## config.mk

```make
export PLATFORM = sky130hd
export DESIGN_NAME = mmss_timer_ctrl_flat
export DESIGN_NICKNAME = d
export VERILOG_FILES = /design/src/rtl/timer_pkg.sv /design/src/rtl/mmss_timer_ctrl_if.sv /design/src/rtl/bcd_digit_step.sv /design/src/rtl/mmss_timer_ctrl.sv /design/src/flat_wrapper.sv
export SDC_FILE = /design/constraint.sdc
export NUM_CORES = 1
export LEC_CHECK = 0
export CORE_ASPECT_RATIO = 1.4
export CORE_UTILIZATION = 40
export DETAILED_ROUTE_END_ITERATION = 10
export HOLD_SLACK_MARGIN = 0.03
export PLACE_DENSITY = 0.67
export SETUP_SLACK_MARGIN = 0.4
export SLEW_MARGIN = 20
export SYNTH_ARGS = -nofsm -noshare
export SYNTH_HDL_FRONTEND = slang
export SYNTH_SLANG_ARGS = --single-unit
```

## constraint.sdc

```tcl
create_clock -name clk -period 3.67 [get_ports clk]
set_clock_uncertainty 0.15 [all_clocks]
set_input_delay 0.367 -clock clk [delete_from_list [all_inputs] [get_ports clk]]
set_output_delay 0.367 -clock clk [all_outputs]
set_load 0.03 [all_outputs]
```

## src/rtl/timer_pkg.sv

```systemverilog
// Shared types and constants for the MM:SS timer control stage.
package timer_pkg;

  typedef enum logic [1:0] {
    IDLE  = 2'd0,
    RUN   = 2'd1,
    PAUSE = 2'd2,
    DONE  = 2'd3
  } state_e;

  localparam logic [3:0] DIGIT_MAX    = 4'd9;
  localparam logic [3:0] SEC_TENS_MAX = 4'd5;

  localparam logic MODE_UP   = 1'b0;
  localparam logic MODE_DOWN = 1'b1;

  // Saturate one loaded digit so the count always holds valid BCD.
  function automatic logic [3:0] clamp_digit(input logic [3:0] d, input logic [3:0] max_val);
    return (d > max_val) ? max_val : d;
  endfunction

endpackage

```

## src/rtl/mmss_timer_ctrl_if.sv

```systemverilog
// Control/status bundle between the timer control stage and its user.
interface mmss_timer_ctrl_if;
  logic       mode;
  logic       load;
  logic [7:0] load_min;
  logic [7:0] load_sec;
  logic       start;
  logic       stop;
  logic [7:0] min_bcd;
  logic [7:0] sec_bcd;
  logic       running;
  logic       done;
  logic       expired;

  // Master issues commands and reads back the count and status.
  modport master (
    output mode, load, load_min, load_sec, start, stop,
    input  min_bcd, sec_bcd, running, done, expired
  );

  // Slave is the timer control stage itself.
  modport slave (
    input  mode, load, load_min, load_sec, start, stop,
    output min_bcd, sec_bcd, running, done, expired
  );
endinterface

```

## src/rtl/bcd_digit_step.sv

```systemverilog
// One BCD digit of the ripple counter: step up or down with wrap and carry/borrow out.
module bcd_digit_step
  import timer_pkg::*;
(
  input  logic [3:0] digit,
  input  logic [3:0] limit,
  input  logic       dir,
  input  logic       step_in,
  output logic [3:0] next_digit,
  output logic       step_out
);

  // Apply a single step when the lower digit (or the tick) asks for one.
  always_comb begin
    next_digit = digit;
    step_out   = 1'b0;
    if (step_in) begin
      if (dir == MODE_DOWN) begin
        if (digit == 4'd0) begin
          next_digit = limit;
          step_out   = 1'b1;
        end else begin
          next_digit = digit - 4'd1;
        end
      end else begin
        if (digit >= limit) begin
          next_digit = 4'd0;
          step_out   = 1'b1;
        end else begin
          next_digit = digit + 4'd1;
        end
      end
    end
  end

endmodule

```

## src/rtl/mmss_timer_ctrl.sv

```systemverilog
// MM:SS countdown/stopwatch control: FSM, prescaler and BCD count register.
module mmss_timer_ctrl
  import timer_pkg::*;
#(
  parameter int PRESCALE = 50000000
) (
  input  logic              clk,
  input  logic              reset,
  mmss_timer_ctrl_if.slave  bus
);

  localparam int PW = (PRESCALE > 2) ? $clog2(PRESCALE) : 1;
  localparam logic [PW-1:0] PRESC_LAST = PW'(PRESCALE - 1);

  state_e        state_q, state_d;
  logic [PW-1:0] presc_q, presc_d;
  logic [15:0]   count_q, count_d;   // {min tens, min units, sec tens, sec units}
  logic          mode_q, mode_d;
  logic          done_q, done_d;

  logic [15:0]   stepped;
  logic [4:0]    carry;
  logic [15:0]   load_count;
  logic          tick;
  logic          start_ok;
  logic          step_terminal;

  // Ripple chain: sec units, sec tens, min units, min tens; the tick always steps digit 0.
  assign carry[0] = 1'b1;

  generate
    for (genvar gi = 0; gi < 4; gi++) begin : g_digit
      localparam logic [3:0] LIM = (gi == 1) ? SEC_TENS_MAX : DIGIT_MAX;
      bcd_digit_step u_digit (
        .digit      (count_q[gi*4 +: 4]),
        .limit      (LIM),
        .dir        (mode_q),
        .step_in    (carry[gi]),
        .next_digit (stepped[gi*4 +: 4]),
        .step_out   (carry[gi+1])
      );
    end
  endgenerate

  assign load_count = {clamp_digit(bus.load_min[7:4], DIGIT_MAX),
                       clamp_digit(bus.load_min[3:0], DIGIT_MAX),
                       clamp_digit(bus.load_sec[7:4], SEC_TENS_MAX),
                       clamp_digit(bus.load_sec[3:0], DIGIT_MAX)};

  assign tick = (presc_q == PRESC_LAST);

  // A countdown from 00:00 would expire immediately, so such a start is refused.
  assign start_ok = bus.start && !bus.stop &&
                    !((bus.mode == MODE_DOWN) && (count_q == 16'h0000));

  // Up counting ends at 59:59; carry out of the top digit (loaded >59 min) also ends it.
  assign step_terminal = (mode_q == MODE_DOWN) ? (stepped == 16'h0000)
                                               : ((stepped == 16'h5959) || carry[4]);

  // State and datapath registers with synchronous reset.
  always_ff @(posedge clk) begin
    if (reset) begin
      state_q <= IDLE;
      presc_q <= '0;
      count_q <= '0;
      mode_q  <= MODE_UP;
      done_q  <= 1'b0;
    end else begin
      state_q <= state_d;
      presc_q <= presc_d;
      count_q <= count_d;
      mode_q  <= mode_d;
      done_q  <= done_d;
    end
  end

  // Next-state logic: load > stop > start; terminal step beats stop.
  always_comb begin
    state_d = state_q;
    case (state_q)
      IDLE, PAUSE: begin
        if (bus.load)     state_d = IDLE;
        else if (start_ok) state_d = RUN;
      end
      RUN: begin
        if (tick && step_terminal) state_d = DONE;
        else if (bus.stop)         state_d = PAUSE;
      end
      DONE: begin
        if (bus.load) state_d = IDLE;
      end
      default: state_d = IDLE;
    endcase
  end

  // Datapath and output logic: count, prescaler, latched mode and done pulse.
  always_comb begin
    count_d = count_q;
    presc_d = presc_q;
    mode_d  = mode_q;
    done_d  = (state_d == DONE) && (state_q != DONE);
    if (state_q == RUN) begin
      if (tick) begin
        presc_d = '0;
        // Hold rather than wrap when the top digit overflows.
        count_d = ((mode_q == MODE_UP) && carry[4]) ? count_q : stepped;
      end else if (!bus.stop) begin
        presc_d = presc_q + PW'(1);
      end
    end else begin
      if (bus.load) begin
        count_d = load_count;
        presc_d = '0;
      end else if ((state_q != DONE) && start_ok) begin
        mode_d = bus.mode;
      end
    end
  end

  assign bus.min_bcd = count_q[15:8];
  assign bus.sec_bcd = count_q[7:0];
  assign bus.running = (state_q == RUN);
  assign bus.expired = (state_q == DONE);
  assign bus.done    = done_q;

endmodule
```

## src/flat_wrapper.sv

```systemverilog
// flat-port wrapper written by rule: the top's interface ports become plain ports
module mmss_timer_ctrl_flat import timer_pkg::*;
#(
  parameter int PRESCALE = 50000000
)
  (clk, reset, bus_mode, bus_load, bus_load_min, bus_load_sec, bus_start, bus_stop, bus_min_bcd, bus_sec_bcd, bus_running, bus_done, bus_expired);
  mmss_timer_ctrl_if bus_i ();
  input  logic clk;
  input  logic reset;
  input wire logic [$bits(bus_i.mode)-1:0] bus_mode;
  input wire logic [$bits(bus_i.load)-1:0] bus_load;
  input wire logic [$bits(bus_i.load_min)-1:0] bus_load_min;
  input wire logic [$bits(bus_i.load_sec)-1:0] bus_load_sec;
  input wire logic [$bits(bus_i.start)-1:0] bus_start;
  input wire logic [$bits(bus_i.stop)-1:0] bus_stop;
  output wire logic [$bits(bus_i.min_bcd)-1:0] bus_min_bcd;
  output wire logic [$bits(bus_i.sec_bcd)-1:0] bus_sec_bcd;
  output wire logic [$bits(bus_i.running)-1:0] bus_running;
  output wire logic [$bits(bus_i.done)-1:0] bus_done;
  output wire logic [$bits(bus_i.expired)-1:0] bus_expired;
  assign bus_i.mode = bus_mode;
  assign bus_i.load = bus_load;
  assign bus_i.load_min = bus_load_min;
  assign bus_i.load_sec = bus_load_sec;
  assign bus_i.start = bus_start;
  assign bus_i.stop = bus_stop;
  assign bus_min_bcd = bus_i.min_bcd;
  assign bus_sec_bcd = bus_i.sec_bcd;
  assign bus_running = bus_i.running;
  assign bus_done = bus_i.done;
  assign bus_expired = bus_i.expired;
  mmss_timer_ctrl #(.PRESCALE(PRESCALE)) u_core (.clk(clk), .reset(reset), .bus(bus_i));
endmodule
```

==> qor.csv, run 1 <==
metric,value,unit
tightest_slew,0.717,ns
synthCells,441,
yosysSeqAreaShare,27.7,%
critPathKind,reg -> reg,
whs,0.346,ns
power_frac_clock,28.0,%
netlist_area,3320,um2
setup-violations-final,0,
slew_viol_final,0,
fin_crit,3.13,ns
clkTransAtPathRegs,0.10,ns
worstPathMaxFanout,8,
die_h,110,um
clock_latency,0.31,ns
cap_viol_max_count,0,
hpwl,6740,um
seqPwrFrac,46.1,%
cp-end-kind,flip-flop,
vdd_drop_max,0.200,mV
finalCritPeriodShare,85.3,%
core_area,7890,um2
power,1.17,mW
postRouteAntennaNets,0,
vias,3390,
switching_power,0.379,mW
cts_sinks,46,
root_buffer,clkbuf_8,
drive_above_1_share,10.3,%
cpLargestDelayFamily,simple AND/OR/NAND/NOR gates,
cp_cell_sequence,inv_1 -> ha_2 -> nor3b_4 -> and2_4 -> o211a_4 -> o2111a_1 -> o21ai_1 -> or4_1 -> a2111o_1 -> o211ai_2,
place_area,3780,um2
dp_cells,563,
min_path_cells,1,
cp.required,3.76,ns
wl_per_cell,15.8,um
power_density,298,nW/um2
ios,41,
cp-start-kind,flip-flop,
p_int,0.793,mW
rr_worst_depth,10,
synth_edf_count,0,
grt_pass1_vias,3322,
grt_overflow,0,
cts_buffer_depth,2,
die_area,8670,um2
diodes,0,
yosysMostFrequentCell,nor2_1,
port-buffer-count,40,
ys_types,70,
worstHoldPathType,reg -> reg,
p_comb_share,25.9,%
grt_max_degree,29,
synth_top_area_share,27.7,%
synth_common_cells,"nor2_1 (62), dfxtp_1 (46), o21ai_0 (34)",
max_stage_delay,0.53,ns
layoutNonFillerInstCount,574,
die_w,79.0,um
rsz0062_at_grt,false,
leakage,1.40,nW
setup_ws,0.538,ns
rows,38,
critical_path_arrival,3.22,ns
avgSynthCellArea,7.53,um2
firstDrtPassIters,4,
critPathBufInv,1,
start_util,42.1,%
timing.final.hold_violations,0,
synth_area_leaders,"dfxtp_1 (28%), nor2_1 (7.0%), o21ai_0 (5.1%)",
yosysWarnings,0,
finalNetCount,508,
fillers,807,
final_util,49.9,%
syn_to_final_growth,18.7,%
synth_top_area_cell,dfxtp_1,
async_flop_share,0,%
dpl_worst_slack,0.239,ns
drc,0,
cts_made_buffers,5,
max-slew-margin-rel,52.0,%
ys_ff_latch,46,
finalInstanceArea,3940,um2
via_per_inst,5.91,
fmax,319,MHz
cp_slowest_cell,or4_1,
hold_buffers,0,
syn_nets,476,
synth_flop_cell,dfxtp_1,
first_iter_violations,250,
antenna_found_initial,0,
cts_tree,built,
gp_congestion,0.911,
drt-total-wl,9090,um
grt_pass1_wl,15300,um
setup_tns,0,ns
cts_max_level,2,
p_sw_share,32.4,%
status,completed,
cp.depth,10,
regToRegSetupSlack,0.54,ns
grtUsageTotal,22.0,%
[registers in the layout, indices dropped and copies added, names as in the netlist]
signal           flops
u_core.presc_q      26
u_core.bus.done      1
u_core.state_q       2
u_core.mode_q        1
u_core.count_q      16
[worst paths after layout]
kind	startpoint	endpoint
worst min-delay path	u_core.presc_q[17]$_SDFFE_PP0P_	u_core.presc_q[17]$_SDFFE_PP0P_
worst max-delay path	u_core.count_q[4]$_SDFFE_PP0P_	u_core.state_q[1]$_SDFF_PP0_
worst max register to register	u_core.count_q[4]$_SDFFE_PP0P_	u_core.state_q[1]$_SDFF_PP0_
worst min register to register	u_core.presc_q[17]$_SDFFE_PP0P_	u_core.presc_q[17]$_SDFFE_PP0P_
[final cells by class]
cell class	count	area [um2]	share of cell area (%)
inverter	22	82.6	2.10
clock buffer	7	86.3	2.19
clock inverter	1	5.00	0.127
timing repair buffer	50	475	12.1
multi-input combinational	348	2240	56.9
tap	100	125	3.18
sequential	46	923	23.4
[logic make-up (layout without fill, tap and decap cells)]
family | after synthesis | count (layout) | share of synthesized area [%]
AOI/OAI and AO/OA | 123 | 123 | 24.7
xor gates and xnor gates | 18 | 18 | 4.75
adders and majority gates | 13 | 13 | 4.90
buffers and inverters | 47 | 80 | 6.11
DFF | 46 | 46 | 27.7
muxes | 1 | 1 | 0.302
and+or+nand+nor | 193 | 193 | 31.5
[per-layer routing]
| metal | routed length (um) | global-route usage [%] | vias up | share of wire, % |
|---|---|---|---|---|
| li1 | - | - | 1666 | - |
| met4 | 233 | 9.87 | 0 | 2.6 |
| met1 | 3640 | 23.1 | 1618 | 40 |
| met2 | 4880 | 42.7 | 88 | 54 |
| met5 | 0 | 0 | - | 0 |
| met3 | 332 | 2.99 | 18 | 3.7 |
[worst register-to-register path: stages, from the launching register on]
cell	delay (ns)
dfxtp_1	0.38
inv_1	0.15
ha_2	0.32
nor3b_4	0.27
and2_4	0.23
o211a_4	0.20
o2111a_1	0.24
o21ai_1	0.08
or4_1	0.53
a2111o_1	0.43
o211ai_2	0.08
[power by group through the flow]
stage | Combinational [mW] | Sequential [mW] | Clock (mW)
detailed placement | 0.286 | 0.551 | 0
global placement | 0.285 | 0.550 | 0
CTS | 0.292 | 0.540 | 0.338
global route | 0.332 | 0.544 | 0.362
floorplan | 0.179 | 0.561 | 0
finish | 0.303 | 0.541 | 0.328
[timing repair]
action / in CTS / in global routing
endpoints found under the setup margin: 3 / 3
gates resized for setup: 2 / 8
pin swaps: 0 / 2
buffers inserted: 0 / 3
[cells in the final DEF (no fill, tap or decap), types with 4 or more instances in the layout]
master	netlist	final
o31ai_1	5	5
a221oi_1	5	5
nand4_1	15	15
or3_1	7	7
clkbuf_8	0	6
nand2b_1	8	8
nand3b_1	4	4
nor3_1	11	11
nor2_1	62	62
nor4b_1	4	4
o21ai_0	34	34
and3_1	9	9
a31oi_1	4	4
a21oi_1	31	31
nand3_1	10	10
ha_1	13	12
buf_4	2	10
nor3b_1	6	6
nand2_1	29	29
and2_1	5	5
clkdlybuf4s50_1	0	40
inv_1	20	20
xor2_1	15	15
dfxtp_1	46	44
a211oi_1	8	8
No activity file was read; power rests on OpenSTA's default activity.
==> inputs of run 2 (changes only) <==
Settings changed: CORE_UTILIZATION 40 to 50, CTS_CLUSTER_SIZE set to 14, PLACE_DENSITY 0.67 to 0.79.
==> qor.csv, run 2 (synthesis results as in run 1) <==
metric,value,unit
status,completed,
diodes,0,
finalCritPeriodShare,85.4,%
final_cell_mix,"nor2_1 (62), dfxtp_1 (42), clkdlybuf4s50_1 (40)",
drive_above_1_share,10.9,%
fillers,559,
rsz0062_at_grt,false,
ios,41,
power,1.22,mW
seqPwrFrac,44.4,%
regToRegSetupSlack,0.54,ns
cp-startpoint,u_core.count_q[4]$_SDFFE_PP0P_,
clock_latency,0.30,ns
cp_cell_sequence,inv_1 -> ha_1 -> a211oi_2 -> o211a_4 -> o2111a_1 -> o21ai_1 -> or4_1 -> a2111o_1 -> nand2_1,
p_comb_share,25.3,%
critPathKind,reg -> reg,
root_buffer,clkbuf_8,
cap_viol_max_count,0,
firstDrtPassIters,10,
wl_per_cell,16.5,um
cts_buffer_depth,2,
hpwl,6380,um
reg_top3,"u_core.presc_q: 26 flops, u_core.count_q: 16 flops, u_core.state_q: 2 flops",
grt_max_degree,28,
setup_tns,0,ns
vias,3518,
timing.final.hold_violations,0,
drc,0,
rr_startpoint,u_core.count_q[4]$_SDFFE_PP0P_,
switching_power,0.385,mW
power_density,310,nW/um2
rr_worst_depth,9,
start_util,52.7,%
cp-start-kind,flip-flop,
r2r-end,u_core.bus.done$_SDFF_PP0_,
regMostFlops,u_core.presc_q,
largest_register_ffs,26,
max-slew-margin-rel,55.5,%
antenna_found_initial,0,
grt_overflow,0,
slew_viol_final,0,
grtUsageTotal,25.3,%
critical_path_arrival,3.22,ns
crit_end,u_core.bus.done$_SDFF_PP0_,
vdd_drop_max,0.224,mV
regArea,926,um2
min_path_cells,1,
first_iter_violations,397,
grt_pass1_vias,3303,
drt-total-wl,9060,um
core_area,6300,um2
finalNetCount,510,
gp_congestion,1.01,
grt_pass1_wl,14400,um
rows,34,
die_h,98.4,um
final_common_cell,nor2_1,
max_stage_delay,0.53,ns
postRouteAntennaNets,0,
setup-violations-final,0,
fmax,319,MHz
cts_sinks,46,
die_w,70.9,um
p_int,0.833,mW
cp.required,3.76,ns
p_sw_share,31.6,%
multiInputGateArea,2240,um2
cts_max_level,2,
clkTransAtPathRegs,0.09,ns
tightest_slew,0.664,ns
via_per_inst,6.42,
final_util,62.4,%
worstHoldPathType,reg -> reg,
cts_tree,built,
port-buffer-count,40,
die_area,6970,um2
worstPathMaxFanout,8,
power_frac_clock,30.3,%
fin_crit,3.13,ns
syn_to_final_growth,18.4,%
whs,0.345,ns
cts_made_buffers,5,
cp-end-kind,flip-flop,
leakage,1.42,nW
cp_slowest_cell,or4_1,
[run 2: worst min-delay path by stage]
| stage | from | endpoint | slack, ns |
|---|---|---|---|
| 2_1_floorplan | u_core.presc_q[17]$_SDFFE_PP0P_ | u_core.presc_q[17]$_SDFFE_PP0P_ | 0.29 |
| 3_3_place_gp | u_core.presc_q[17]$_SDFFE_PP0P_ | u_core.presc_q[17]$_SDFFE_PP0P_ | 0.32 |
| 3_5_place_dp | u_core.presc_q[17]$_SDFFE_PP0P_ | u_core.presc_q[17]$_SDFFE_PP0P_ | 0.32 |
| 4_1_cts | u_core.presc_q[17]$_SDFFE_PP0P_ | u_core.presc_q[17]$_SDFFE_PP0P_ | 0.34 |
| 5_1_grt | u_core.presc_q[17]$_SDFFE_PP0P_ | u_core.presc_q[17]$_SDFFE_PP0P_ | 0.37 |
| 6_report | u_core.presc_q[17]$_SDFFE_PP0P_ | u_core.presc_q[17]$_SDFFE_PP0P_ | 0.34 |
[run 2: power groups by stage]
| stage | clock (mW) | combinational [mW] | sequential (mW) |
|---|---|---|---|
| finish | 0.369 | 0.307 | 0.541 |
| global route | 0.397 | 0.331 | 0.544 |
| CTS | 0.376 | 0.289 | 0.539 |
| detailed placement | 0 | 0.284 | 0.550 |
| global placement | 0 | 0.281 | 0.549 |
| floorplan | 0 | 0.179 | 0.561 |
[run 2: what timing repair did]
item,in CTS,in global routing
cloned,0,1
hold buffers,0,0
buffers inserted,0,3
setup endpoints to repair,3,3
resized for setup,1,8
pin swaps,0,2
[run 2: final cells by class]
type                            instances  area share (%)
Sequential cell                        46            23.6
Inverter                               22            2.10
Tap cell                               72            2.29
Clock buffer                            8            2.80
Timing Repair Buffer                   51            12.3
Multi-Input combinational cell        349            56.9
[run 2: layer usage]
metal | share of wire (%) | global-route usage (%) | vias up
met4 | 4.5 | 12.6 | 0
met1 | 38 | 27.5 | 1626
li1 | - | - | 1666
met3 | 5.9 | 2.89 | 50
met5 | 0 | 0 | -
met2 | 52 | 47.6 | 176
[run 2: worst max-delay path: cells and delay by family, from the launching register on]
kind                       cells  cell delay (ns)
AOI/OAI and AO/OA              5             1.50
and+or+nand+nor                2             0.62
DFF                            1             0.39
adders and majority gates      1             0.30
buffers and inverters          1             0.10
[run 2: per-stage QoR]
| step | worst slack (ns) | instance area, um2 | instances |
|---|---|---|---|
| final | 0.537 | 3930 | 548 |
| after detailed placement | 0.308 | 3750 | 536 |
| after floorplan | 0.525 | 3320 | 441 |
| after CTS | 0.401 | 3870 | 544 |
| after global placement | 0.425 | 3750 | 536 |
| after global routing | 0.400 | 3930 | 548 |
==> inputs of run 3 (changes only) <==
Settings changed: SKIP_LAST_GASP set to 1.
==> results of run 3 <==
No change in the layout: final DEF, timing and power equal those of run 2.
==> patch, RTL diff (flow settings as in run 3) <==
The 4 states of `state_e` get a Gray code encoding in 2 bits.
--- a/src/rtl/timer_pkg.sv
+++ b/src/rtl/timer_pkg.sv
@@ -2,10 +2,10 @@
 package timer_pkg;
 
   typedef enum logic [1:0] {
-    IDLE  = 2'd0,
-    RUN   = 2'd1,
-    PAUSE = 2'd2,
-    DONE  = 2'd3
+    IDLE  = 2'b00,
+    RUN   = 2'b01,
+    PAUSE = 2'b11,
+    DONE  = 2'b10
   } state_e;
 
   localparam logic [3:0] DIGIT_MAX    = 4'd9;
Function: no difference found for any inputs over 10 cycles, from zero or initial values and one cycle with reset high; not proved beyond that.
==> patch against run 3 <==
Synthesized area increased by 5.0%. Total power decreased by 1.7%. Final cell count increased by 5.1%. Sequential cell count unchanged. Die area increased by 4.9%. Worst setup slack got worse by 37 ps. Non-clock buffer count unchanged. Final area increased by 4.8%. Routed wire length increased by 6.1%. Largest power group unchanged.
==> patch: results (changes against run 3) <==
DR vias: 3637 (+3.4%)
H-tree Lvls: 2 (unchanged)
Met3 Wirelength: 420 um (-22%)
largest net degree at the start of global routing: 31 (+11%)
Cell variety after synth: 76 (+8.6%)
Max VDD drop: 0.209 mV (-6.5%)
GRT Total Usage: 26.7% (+1.3 points)
top routing layer used: met4
final std cells w/o fill: 576 (+5.1%)
final WL: 9610 um (+6.1%)
Lkg Pwr: 1.41 nW (-0.55%)
fill count: 598 (+7.0%)
placed cell area: 4000 um2 (+6.6%)
Final Power: 1.20 mW (-1.7%)
Final HPWL DP: 7080 um (+11%)
met1 WL: 3780 um (+9.8%)
area of the multi-input gates: 2390 um2 (+6.9%)
share of layout cells above drive strength 1: 10.3% (-0.59 points)
Synth warnings: 0 (unchanged)
outcome: complete, no violations
buffers from clock root to sink, at most: 2 (unchanged)
metal2 WL: 5020 um (+7.4%)
DR pass1 iterations: 5 (-5)
RD Place Congestion: 0.945 (-6.9%)
synth cell count leaders: 50 x nor2_1, 46 x dfxtp_1, 35 x nand2_1, 27 x a21oi_1, 27 x inv_1
Final nets: 521 (+2.2%)
worst-margin pin slew: 878 ps (+214 ps)
GRT met2 Usage: 49.7% (+2.2 points)
CP max FO: 9 (+1)
sequential-to-total area share from yosys stat: 26.4% (-1.3 points)
critical path arrival: 3210 ps (about the same)
vias in the first global route: 3360 (+1.7%)
pre-CTS setup slack: 378 ps (+69.5 ps)
Detailed Route Iter0 Violations: 183 (-54%)
syn nets: 489 (+2.7%)
DP Cell Count: 569 (+6.2%)
==> patch: worst paths after layout <==
check,startpoint,to,slack [ps],cells past startpoint
worst max-delay path,u_core.count_q[1]$_SDFFE_PP0P_,u_core.state_q[0]$_SDFF_PP0_,500,9
worst min-delay path,u_core.presc_q[1]$_SDFFE_PP0P_,u_core.presc_q[1]$_SDFFE_PP0P_,340,2
worst max register to register,u_core.count_q[1]$_SDFFE_PP0P_,u_core.state_q[0]$_SDFF_PP0_,500,9
worst min register to register,u_core.presc_q[1]$_SDFFE_PP0P_,u_core.presc_q[1]$_SDFFE_PP0P_,340,2
==> patch: layout make-up <==
class                           instances  area share, %
Clock buffer                            7           2.10
Multi-Input combinational cell        352           58.1
Tap cell                               92           2.80
Inverter                               28           2.61
Timing Repair Buffer                   51           11.7
Sequential cell                        46           22.7
==> patch: critical path, stage by stage, from the launching register on <==
cell and delay [ps]:
dfxtp_4 380, inv_1 90, ha_1 220, or3b_4 420, a22o_4 290, nand2_8 80
mux2_4 290, or4_1 510, o311a_1 380, o31a_1 240
==> patch: cell families after synthesis <==
group                    share of synthesized area, %
adder cells (fa/ha/maj)                          5.38
flip-flops                                       26.4
buffers and inverters                            6.50
XOR/XNOR                                         4.27
multiplexers                                     2.30
AND/OR/NAND/NOR                                  29.2
AO/OA/AOI/OAI                                    25.9
==> patch: power by group <==
group | total (mW) | leakage (nW) | internal (mW) | switching, mW
clock network | 0.318 | 0.0443 | 0.150 | 0.168
logic | 0.330 | 0.993 | 0.145 | 0.186
registers | 0.548 | 0.376 | 0.513 | 0.0352
total | 1.20 | 1.41 | 0.807 | 0.389
==> patch: what timing repair did <==
item / in CTS / in global routing
gates resized for setup: 2 / 8
endpoints found under the hold margin: 0 / 0
cloned: 0 / 0
buffers inserted: 0 / 0
endpoints found under the setup margin: 2 / 2
